==> config.mk <==
export PLATFORM = sky130hd
export DESIGN_NAME = pwm_bank_flat
export DESIGN_NICKNAME = d
export VERILOG_FILES = /design/src/rtl/pwm_pkg.sv /design/src/rtl/pwm_bank_if.sv /design/src/rtl/pwm_channel.sv /design/src/rtl/pwm_bank.sv /design/src/flat_wrapper.sv
export SDC_FILE = /design/constraint.sdc
export NUM_CORES = 2
export LEC_CHECK = 0
export BUFFER_PORTS_ARGS = -buffer_cell sky130_fd_sc_hd__buf_2
export CAP_MARGIN = 20
export CORE_ASPECT_RATIO = 0.7
export CORE_UTILIZATION = 61
export DETAILED_ROUTE_END_ITERATION = 8
export GPL_ROUTABILITY_DRIVEN = 0
export PLACE_DENSITY = 0.78
export SYNTH_ARGS = -nofsm -noshare
export SYNTH_HDL_FRONTEND = slang
export SYNTH_SLANG_ARGS = --single-unit
==> constraint.sdc <==
create_clock -name clk_i -period 3.8 [get_ports clk_i]
set_input_delay 0.57 -clock clk_i [delete_from_list [all_inputs] [get_ports clk_i]]
set_output_delay 0.57 -clock clk_i [all_outputs]
set_load 0.1 [all_outputs]
==> src/rtl/pwm_pkg.sv <==
// Shared constants and helpers for the PWM bank: reset defaults of a channel
// configuration entry and the channel-select width derivation.
package pwm_pkg;

  // Reset value of every shadow and active configuration entry.
  localparam logic RST_ON   = 1'b0;
  localparam logic RST_OFF  = 1'b1;
  localparam int   RST_HIGH = 0;
  localparam int   RST_LOW  = 0;

  // Width of a channel index; a single-channel bank still gets one select bit.
  function automatic int chan_w(input int n);
    return (n > 1) ? $clog2(n) : 1;
  endfunction

endpackage

==> src/rtl/pwm_bank_if.sv <==
// Configuration write port of the PWM bank: valid/ready handshake carrying one
// channel entry {on, off, high, low} per accepted beat.
interface pwm_bank_if #(
  parameter int CHAN_W = 4,
  parameter int WIDTH  = 12
);
  logic              wr_valid;
  logic              wr_ready;
  logic [CHAN_W-1:0] wr_chan;
  logic              wr_on;
  logic              wr_off;
  logic [WIDTH-1:0]  wr_high;
  logic [WIDTH-1:0]  wr_low;

  modport master (
    output wr_valid, wr_chan, wr_on, wr_off, wr_high, wr_low,
    input  wr_ready
  );

  modport slave (
    input  wr_valid, wr_chan, wr_on, wr_off, wr_high, wr_low,
    output wr_ready
  );
endinterface

==> src/rtl/pwm_channel.sv <==
// One PWM channel: double-buffered configuration (shadow/active), commit
// control, on/off/window compare against the shared counter, registered level.
module pwm_channel
  import pwm_pkg::*;
#(
  parameter int WIDTH = 12
) (
  input  logic             clk_i,
  input  logic             rst_i,
  input  logic             sleep_i,
  input  logic             update_mode_i,
  input  logic             wrap_i,
  input  logic             wr_en_i,
  input  logic             wr_on_i,
  input  logic             wr_off_i,
  input  logic [WIDTH-1:0] wr_high_i,
  input  logic [WIDTH-1:0] wr_low_i,
  input  logic [WIDTH-1:0] counter_i,
  output logic             raw_o
);

  typedef struct packed {
    logic             on;
    logic             off;
    logic [WIDTH-1:0] high;
    logic [WIDTH-1:0] low;
  } cfg_t;

  localparam cfg_t CFG_RST = '{
    on:   RST_ON,
    off:  RST_OFF,
    high: WIDTH'(RST_HIGH),
    low:  WIDTH'(RST_LOW)
  };

  cfg_t shadow_q, shadow_d;
  cfg_t active_q, active_d;
  cfg_t wr_cfg;
  logic raw_q, raw_d;

  assign wr_cfg = '{on: wr_on_i, off: wr_off_i, high: wr_high_i, low: wr_low_i};

  // A wrap-cycle write lands in shadow only: active takes the pre-write shadow.
  always_comb begin
    shadow_d = shadow_q;
    active_d = active_q;
    if (wr_en_i) begin
      shadow_d = wr_cfg;
    end
    if (wr_en_i && update_mode_i) begin
      active_d = wr_cfg;
    end else if (wrap_i && !update_mode_i) begin
      active_d = shadow_q;
    end
  end

  always_comb begin
    raw_d = 1'b0;
    if (sleep_i || active_q.off) begin
      raw_d = 1'b0;
    end else if (active_q.on) begin
      raw_d = 1'b1;
    end else if (active_q.high < active_q.low) begin
      raw_d = (counter_i >= active_q.high) && (counter_i < active_q.low);
    end else if (active_q.high > active_q.low) begin
      // Window spans the period wrap.
      raw_d = (counter_i >= active_q.high) || (counter_i < active_q.low);
    end
  end

  always_ff @(posedge clk_i) begin
    if (rst_i) begin
      shadow_q <= CFG_RST;
      active_q <= CFG_RST;
      raw_q    <= 1'b0;
    end else begin
      shadow_q <= shadow_d;
      active_q <= active_d;
      raw_q    <= raw_d;
    end
  end

  assign raw_o = raw_q;

endmodule

==> src/rtl/pwm_bank.sv <==
// Multi-channel PWM generator: shared prescaler and period counter, write
// decode to per-channel configuration, period-start pulse, output polarity.
module pwm_bank
  import pwm_pkg::*;
#(
  parameter int CHANNELS       = 16,
  parameter int WIDTH          = 12,
  parameter int PRESCALE_WIDTH = 8,
  parameter int CHAN_W         = chan_w(CHANNELS)
) (
  input  logic                      clk_i,
  input  logic                      rst_i,
  input  logic [PRESCALE_WIDTH-1:0] prescale_i,
  input  logic                      sleep_i,
  input  logic                      invert_i,
  input  logic                      update_mode_i,
  pwm_bank_if.slave                 wr,
  output logic [CHANNELS-1:0]       pwm_o,
  output logic [WIDTH-1:0]          counter_o,
  output logic                      period_start_o
);

  logic [PRESCALE_WIDTH-1:0] prescaler_q, prescaler_d;
  logic [WIDTH-1:0]          counter_q, counter_d;
  logic                      period_start_q, period_start_d;
  logic                      tick;
  logic                      wrap;
  logic                      accept;
  logic [CHANNELS-1:0]       wr_en;
  logic [CHANNELS-1:0]       raw;

  // '>=' rather than '==' so lowering prescale_i mid-count cannot stall.
  always_comb begin
    tick        = 1'b0;
    prescaler_d = prescaler_q;
    counter_d   = counter_q;
    if (sleep_i) begin
      prescaler_d = '0;
      counter_d   = '0;
    end else if (prescaler_q >= prescale_i) begin
      tick        = 1'b1;
      prescaler_d = '0;
      counter_d   = counter_q + WIDTH'(1);
    end else begin
      prescaler_d = prescaler_q + PRESCALE_WIDTH'(1);
    end
  end

  assign wrap = tick && (&counter_q);

  // First clock of count 0 is the one where the prescaler has just cleared.
  assign period_start_d = !sleep_i && (counter_q == '0) && (prescaler_q == '0);

  always_ff @(posedge clk_i) begin
    if (rst_i) begin
      prescaler_q    <= '0;
      counter_q      <= '0;
      period_start_q <= 1'b0;
    end else begin
      prescaler_q    <= prescaler_d;
      counter_q      <= counter_d;
      period_start_q <= period_start_d;
    end
  end

  assign wr.wr_ready = !rst_i;
  assign accept      = wr.wr_valid && wr.wr_ready;

  // Channel indices at or above CHANNELS match no decoder and are dropped.
  generate
    for (genvar gi = 0; gi < CHANNELS; gi++) begin : g_chan
      assign wr_en[gi] = accept && (wr.wr_chan == CHAN_W'(gi));

      pwm_channel #(
        .WIDTH (WIDTH)
      ) u_channel (
        .clk_i         (clk_i),
        .rst_i         (rst_i),
        .sleep_i       (sleep_i),
        .update_mode_i (update_mode_i),
        .wrap_i        (wrap),
        .wr_en_i       (wr_en[gi]),
        .wr_on_i       (wr.wr_on),
        .wr_off_i      (wr.wr_off),
        .wr_high_i     (wr.wr_high),
        .wr_low_i      (wr.wr_low),
        .counter_i     (counter_q),
        .raw_o         (raw[gi])
      );
    end
  endgenerate

  assign pwm_o          = raw ^ {CHANNELS{invert_i}};
  assign counter_o      = counter_q;
  assign period_start_o = period_start_q;

endmodule

==> src/flat_wrapper.sv <==
// flat-port wrapper written by rule: the top's interface ports become plain ports
module pwm_bank_flat import pwm_pkg::*;
#(
  parameter int CHANNELS       = 16,
  parameter int WIDTH          = 12,
  parameter int PRESCALE_WIDTH = 8,
  parameter int CHAN_W         = chan_w(CHANNELS)
)
  (clk_i, rst_i, prescale_i, sleep_i, invert_i, update_mode_i, pwm_o, counter_o, period_start_o, wr_wr_valid, wr_wr_chan, wr_wr_on, wr_wr_off, wr_wr_high, wr_wr_low, wr_wr_ready);
  pwm_bank_if #(.CHAN_W(CHAN_W), .WIDTH(WIDTH)) wr_i ();
  input  logic clk_i;
  input  logic rst_i;
  input  logic [PRESCALE_WIDTH-1:0] prescale_i;
  input  logic sleep_i;
  input  logic invert_i;
  input  logic update_mode_i;
  output logic [CHANNELS-1:0] pwm_o;
  output logic [WIDTH-1:0] counter_o;
  output logic period_start_o;
  input wire logic [$bits(wr_i.wr_valid)-1:0] wr_wr_valid;
  input wire logic [$bits(wr_i.wr_chan)-1:0] wr_wr_chan;
  input wire logic [$bits(wr_i.wr_on)-1:0] wr_wr_on;
  input wire logic [$bits(wr_i.wr_off)-1:0] wr_wr_off;
  input wire logic [$bits(wr_i.wr_high)-1:0] wr_wr_high;
  input wire logic [$bits(wr_i.wr_low)-1:0] wr_wr_low;
  output wire logic [$bits(wr_i.wr_ready)-1:0] wr_wr_ready;
  assign wr_i.wr_valid = wr_wr_valid;
  assign wr_i.wr_chan = wr_wr_chan;
  assign wr_i.wr_on = wr_wr_on;
  assign wr_i.wr_off = wr_wr_off;
  assign wr_i.wr_high = wr_wr_high;
  assign wr_i.wr_low = wr_wr_low;
  assign wr_wr_ready = wr_i.wr_ready;
  pwm_bank #(.CHANNELS(CHANNELS), .WIDTH(WIDTH), .PRESCALE_WIDTH(PRESCALE_WIDTH), .CHAN_W(CHAN_W)) u_core (.clk_i(clk_i), .rst_i(rst_i), .prescale_i(prescale_i), .sleep_i(sleep_i), .invert_i(invert_i), .update_mode_i(update_mode_i), .wr(wr_i), .pwm_o(pwm_o), .counter_o(counter_o), .period_start_o(period_start_o));
endmodule
== Word level (Yosys, flattened, before mapping) ==
Cells that the tools add are included.

* Add/sub/neg operators: 2
* Order comparisons: 65
* Equality and inequality tests: 15
* Mux-type cells: 82
* Bitwise logic cells: 1
* Reduce and logical (&&, ||, !) cells: 126

{| class="wikitable"
|+ Operators with widths
! cell !! number
|-
| $mux W26 || 32
|-
| $lt A12 B12 Y1 || 32
|-
| $ge A12 B12 Y1 || 16
|-
| $gt A12 B12 Y1 || 16
|-
| $logic_and A1 B1 Y1 || 53
|-
| $mux W1 || 50
|-
| $reduce_or A2 Y1 || 17
|-
| $eq A4 B4 Y1 const B || 8
|-
| $logic_or A1 B1 Y1 || 32
|-
| $reduce_bool A2 Y1 || 16
|-
| $eq A4 B3 Y1 const B || 4
|-
| $xor A16 B16 Y16 || 1
|-
| $add A12 B1 Y12 const B || 1
|-
| $logic_not A12 Y1 || 1
|-
| $reduce_and A12 Y1 || 1
|-
| $add A8 B1 Y8 const B || 1
|-
| $eq A4 B2 Y1 const B || 2
|-
| $ge A8 B8 Y1 || 1
|-
| $logic_not A8 Y1 || 1
|-
| $eq A4 B1 Y1 const B || 1
|-
| $logic_not A4 Y1 || 1
|-
| $logic_not A1 Y1 || 3
|-
| $reduce_or A3 Y1 || 1
|}

* Register bits after elaboration: 869
* Input bits: 44
* Output and inout bits: 30
* Word-level logic and storage cells: 438

== Depth between registers and ports, before layout ==
* Depth after elaboration: 7
* Mapped depth: 12
* Mapped depth without buffers: 9

== Hierarchy ==
A second synthesis with hierarchy kept.

* Cells, all modules: 5723
* Area, all modules: 48841.8 um^2

{| class="wikitable"
|+ Modules (own cells, without submodules)
! module !! instances !! cells an instance !! area an instance (um^2) !! seq. area each (um^2)
|-
| pwm_channel || 16 || 346 || 2960.3 || 1061.0
|-
| pwm_bank || 1 || 187 || 1476.4 || 420.4
|}

== Worst setup path after synthesis ==
OpenSTA, ideal clock, no wires.

* Kind: flip-flop to flip-flop
* Start: register u_core.counter_q[3] (netlist: u_core.counter_o[3])
* End: register u_core.g_chan[1].u_channel.active_q[14] (netlist bit)
* Library setup time: 0.119 ns
* Data arrival time: 3.729 ns
* Required time: 3.681 ns
* Setup slack: -0.047 ns
* Stages on the path, launching flop included: 9
* Path buffers: 2
* Period minus slack after synthesis: 3.847 ns
* Cells stage by stage: dfxtp_1 and3_1 and3_1 nand4_2 nor4b_4 nand4_1 clkbuf_1 clkbuf_1 o221a_2

* Longest elaborated chain between the ends: 4

{| class="wikitable"
|+ Ends and longest elaborated chain
! what !! RTL line !! source
|-
| from (decl) || pwm_bank.sv:24 || <nowiki>logic [WIDTH-1:0] counter_q, counter_d;</nowiki>
|-
| from (signal assigned) || pwm_bank.sv:61 || <nowiki>counter_q <= counter_d;</nowiki>
|-
| $reduce_and A12 Y1 || pwm_bank.sv:49 || <nowiki>assign wrap = tick && (&counter_q);</nowiki>
|-
| $logic_and A1 B1 Y1 || pwm_bank.sv:49 ||
|-
| $logic_and A1 B1 Y1 || pwm_channel.sv:52 || <nowiki>end else if (wrap_i && !update_mode_i) begin</nowiki>
|-
| $reduce_bool A2 Y1 (no source line) || -- ||
|-
| to (signal assigned) || pwm_channel.sv:78 || <nowiki>active_q <= active_d;</nowiki>
|-
| to (decl) || pwm_channel.sv:37 || <nowiki>cfg_t active_q, active_d;</nowiki>
|}

Every way passes these cells.
A chain may end at the register's enable or synchronous reset.

== Worst setup path after layout ==
* Start: register u_core.prescaler_q[0]
* End: register u_core.g_chan[4].u_channel.active_q[15] (netlist bit)

* Longest elaborated chain between the ends: 6

{| class="wikitable"
|+ Ends and longest elaborated chain
! what !! RTL line !! source
|-
| from (decl) || pwm_bank.sv:23 || <nowiki>logic [PRESCALE_WIDTH-1:0] prescaler_q, prescaler_d;</nowiki>
|-
| from (signal assigned) || pwm_bank.sv:60 || <nowiki>prescaler_q <= prescaler_d;</nowiki>
|-
| $ge A8 B8 Y1 || pwm_bank.sv:40 || <nowiki>end else if (prescaler_q >= prescale_i) begin</nowiki>
|-
| $mux W1 || pwm_bank.sv:40 ||
|-
| $mux W1 || pwm_bank.sv:37 || <nowiki>if (sleep_i) begin</nowiki>
|-
| $logic_and A1 B1 Y1 || pwm_bank.sv:49 ||
|-
| $logic_and A1 B1 Y1 || pwm_channel.sv:52 ||
|-
| $reduce_bool A2 Y1 (no source line) || -- ||
|-
| to (signal assigned) || pwm_channel.sv:78 ||
|-
| to (decl) || pwm_channel.sv:37 ||
|}

Every way passes these cells.

==> impl_metrics.toml <==
[die]
core_area_mm2 = 0.0769
fp.dieW_um = 335
row_count = 85
ios = 74
dieArea_mm2 = 0.0788
die_h_um = 235
start_util = 0.616

[power]
leakage_nw = 19.8
cellInternalPower_mw = 14.7
clkPwrFrac = 0.465
power_density_mw_per_mm2 = 376
p_switching_mw = 4.68
p_sw_frac = 0.241
max-vdd-ir-drop_mv = 0.362
pwr-share-seq = 0.476
comb_power_share = 0.059

[status]
violations = "design-rule violations"
outcome = "complete, but fails checks"

[worst_hold_path]
min_to = "u_core.g_chan[4].u_channel.shadow_q[12]"
worstHoldPathCells = 2
hp-start = "rst_i"
hp-class = "primary input to flip-flop"

[setup_path]
crit_slowest_cell = "and4_4"
critPathKind = "flip-flop to flip-flop"
worstReg2RegEnd = "u_core.g_chan[4].u_channel.active_q[15]"
cp_max_fo = 23
cp_top_family = "compound AO/OA/AOI/OAI gates"
start_kind = "flip-flop"
rrSetupSlack_ns = 0.50
required_ns = 4.30
path_cells = "inv_1 > ha_1 > nand2b_1 > a21o_1 > a211oi_1 > o31ai_2 > and4_4 > buf_12 > nor3_1 > a2111oi_0"
critPathArrivalTime_ns = 3.81
crit_buf_inv = 2
reg2reg_from = "u_core.prescaler_q[0]"
reg2reg_depth = 10
cp-end-kind = "flip-flop"
critical-path-max-stage-delay_ns = 0.72

[routing]
dr_total_vias = 45000
route.detailed.drc = 2
drt-total-wl_um = 153000
wl_per_cell_um = 21.4
antenna_left = 0
vias_per_cell = 6.30
drt_iter0_drc = 5788
first_pass_iters = 8

[logic_synthesis]
synthDominantCellAreaShare = 0.367
synth_cell_types = 61
synth_top_area_cell = "dfxtp_1"
synthTopCellsByArea = "dfxtp_1, ha_1, nand2_1"
synth-edff-count = 0
synth_warnings = 0
synth_area_mm2 = 0.0474
seq_area_frac_synth = 0.367
synth_area_per_cell_um2 = 7.67
synthArstFlopShare = 0
syn_nets = 6787
synthesis.instances = 6171
ys.flop_type = "dfxtp_1"
synth-seq-cells = 869

[place]
postPlaceCellArea_mm2 = 0.0486
dp_hpwl_um = 93700
port_buffers = 73

[timing]
fin_skew_ns = 0.0158
setup_viol = 0
relSlewSlack = 0.0601
hold_violations = 0
period_share = 0.869
report.final.slew_viol_count = 0
finalSetupTns_ns = 0
fin_crit_ns = 3.30
rsz0062_at_grt = "false"
clock.fmax_ghz = 0.303
tightest_slew_ns = 1.41

[clocking]
cts_buffers = 84
clk_path_buf_depth = 3
hold_buffers = 0
cts.sinks = 869
worst_skew_pair.late_latency_ns = 0.66
clk_pin_slew_ns = 0.06
cts_post_setup_buffers_inserted = 0
cts_tree = "yes"
cts_resized = 0
root_buffer = "clkbuf_16"
h-tree-depth = 3

[finish]
syn_to_final_growth_pct = 8.78
finalInstanceArea_mm2 = 0.0515
nets = 6645
drive_above_1_share = 0.0679

[global_route]
overflow = 0
antenna_found_initial = 4
grt_max_degree = 261
grt_pass1_vias = 41300
grt_pass1_wl_um = 235000
track_usage = 0.379

[flow_run]
cap_viol_max_count = 0
==> cell usage after synthesis (12+ instances only) <==
master	instances
dfxtp_1	869
a311oi_1	253
or3_1	16
nor2b_1	43
clkbuf_1	377
inv_1	389
nand2_1	1499
nand3_1	97
buf_4	35
a2111oi_2	18
a2111oi_0	53
a21boi_0	12
o211ai_1	21
xor2_1	29
nor3b_1	13
nand2b_1	12
o21ai_0	106
nor4_1	89
nand4_1	89
nor2_1	521
a21oi_1	588
a21o_1	50
ha_1	572
a31oi_1	21
nor3_1	220
buf_2	13
a211oi_1	33
and3_1	16
==> cell type report <==
cell class	count	area [um^2]
fillers	6449	25400
well taps	1044	1310
repair buffers	212	1680
flip-flops and latches	869	17400
multi-input cells	4473	26700
inverters	389	1460
clock buffers	122	2460
diodes	2	5.00
clock inverters	31	447
==> how the worst max path moves through the flow <==
| stage | start | endpoint | slack [ns] | cells after the start |
|---|---|---|---|---|
| final | u_core.prescaler_q[0] | u_core.g_chan[4].u_channel.active_q[15] | 0.50 | 10 |
| after global routing | u_core.prescaler_q[0] | u_core.g_chan[7].u_channel.active_q[19] | 0.37 | 10 |
| after CTS | u_core.prescaler_q[0] | u_core.g_chan[4].u_channel.active_q[15] | 0.57 | 10 |
| after detailed placement | prescale_i[0] | u_core.g_chan[4].u_channel.active_q[15] | 0.45 | 10 |
| after global placement | prescale_i[0] | u_core.g_chan[1].u_channel.active_q[11] | 0.61 | 11 |
| after floorplan | u_core.counter_o[5] | u_core.g_chan[1].u_channel.active_q[14] | 0.01 | 8 |
==> logic make-up (layout without fill, tap and decap cells) <==
kind of cell / count (synthesis) / in the layout / synth area share
AO/OA/AOI/OAI: 1213 / 1213 / 0.168
XOR/XNOR: 31 / 31 / 0.00573
adder cells (fa/ha/maj): 572 / 572 / 0.151
buffers and inverters: 829 / 754 / 0.0693
flip-flops: 869 / 869 / 0.367
multiplexers: 11 / 11 / 0.00232
other: 0 / 2 / 0
AND/OR/NAND/NOR: 2646 / 2646 / 0.236
==> registers in the layout, summed over array words and instances (netlist names) <==
register,count
u_core.period_start_o,1
u_core.counter_o,12
u_core.prescaler_q,8
u_core.g_chan.u_channel.raw_o,16
u_core.g_chan.u_channel.shadow_q,416
u_core.g_chan.u_channel.active_q,416
==> power groups by stage <==
stage | clock, mW | combinational, mW | sequential [mW]
finish | 9.01 | 1.15 | 9.22
global route | 9.40 | 1.20 | 9.22
CTS | 9.04 | 1.11 | 9.22
detailed placement | 0 | 1.10 | 9.42
global placement | 0 | 1.08 | 9.42
floorplan | 0 | 0.692 | 9.41
==> per-layer routing <==
layer / GRT usage / wire (um)
met1: 0.537 / 64600
met2: 0.550 / 63000
met3: 0.0857 / 18200
met4: 0.161 / 6850
met5: 0 / 32
==> stage by stage <==
stage | setup slack (ns) | util | cells | power, mW | hold WS (ns)
global placement | 0.613 | 0.632 | 6986 | 10.5 | 0.441
finish | 0.499 | 0.670 | 7142 | 19.4 | 0.250
global route | 0.374 | 0.670 | 7142 | 19.8 | 0.246
CTS | 0.574 | 0.670 | 7139 | 19.4 | 0.226
detailed placement | 0.451 | 0.632 | 6986 | 10.5 | 0.447
floorplan | 0.0141 | - | 6171 | 10.1 | 0.399
==> layout by cell type (no fill, tap or decap), drive strengths merged, types with 13 or more instances in the layout <==
cell type / n
inv: 390
ha: 572
nor2b: 43
nor3: 223
a31oi: 21
nand2: 1500
clkbuf: 122
o21ai: 106
clkinv: 17
dfxtp: 869
nand3: 97
xor2: 29
or3: 16
a211oi: 33
a21o: 50
nand4: 90
nor4: 89
nor3b: 13
a311oi: 253
a21oi: 588
and3: 16
a2111oi: 71
o211ai: 21
nor2: 525
buf: 212
Power figures use the tool's default switching activity.
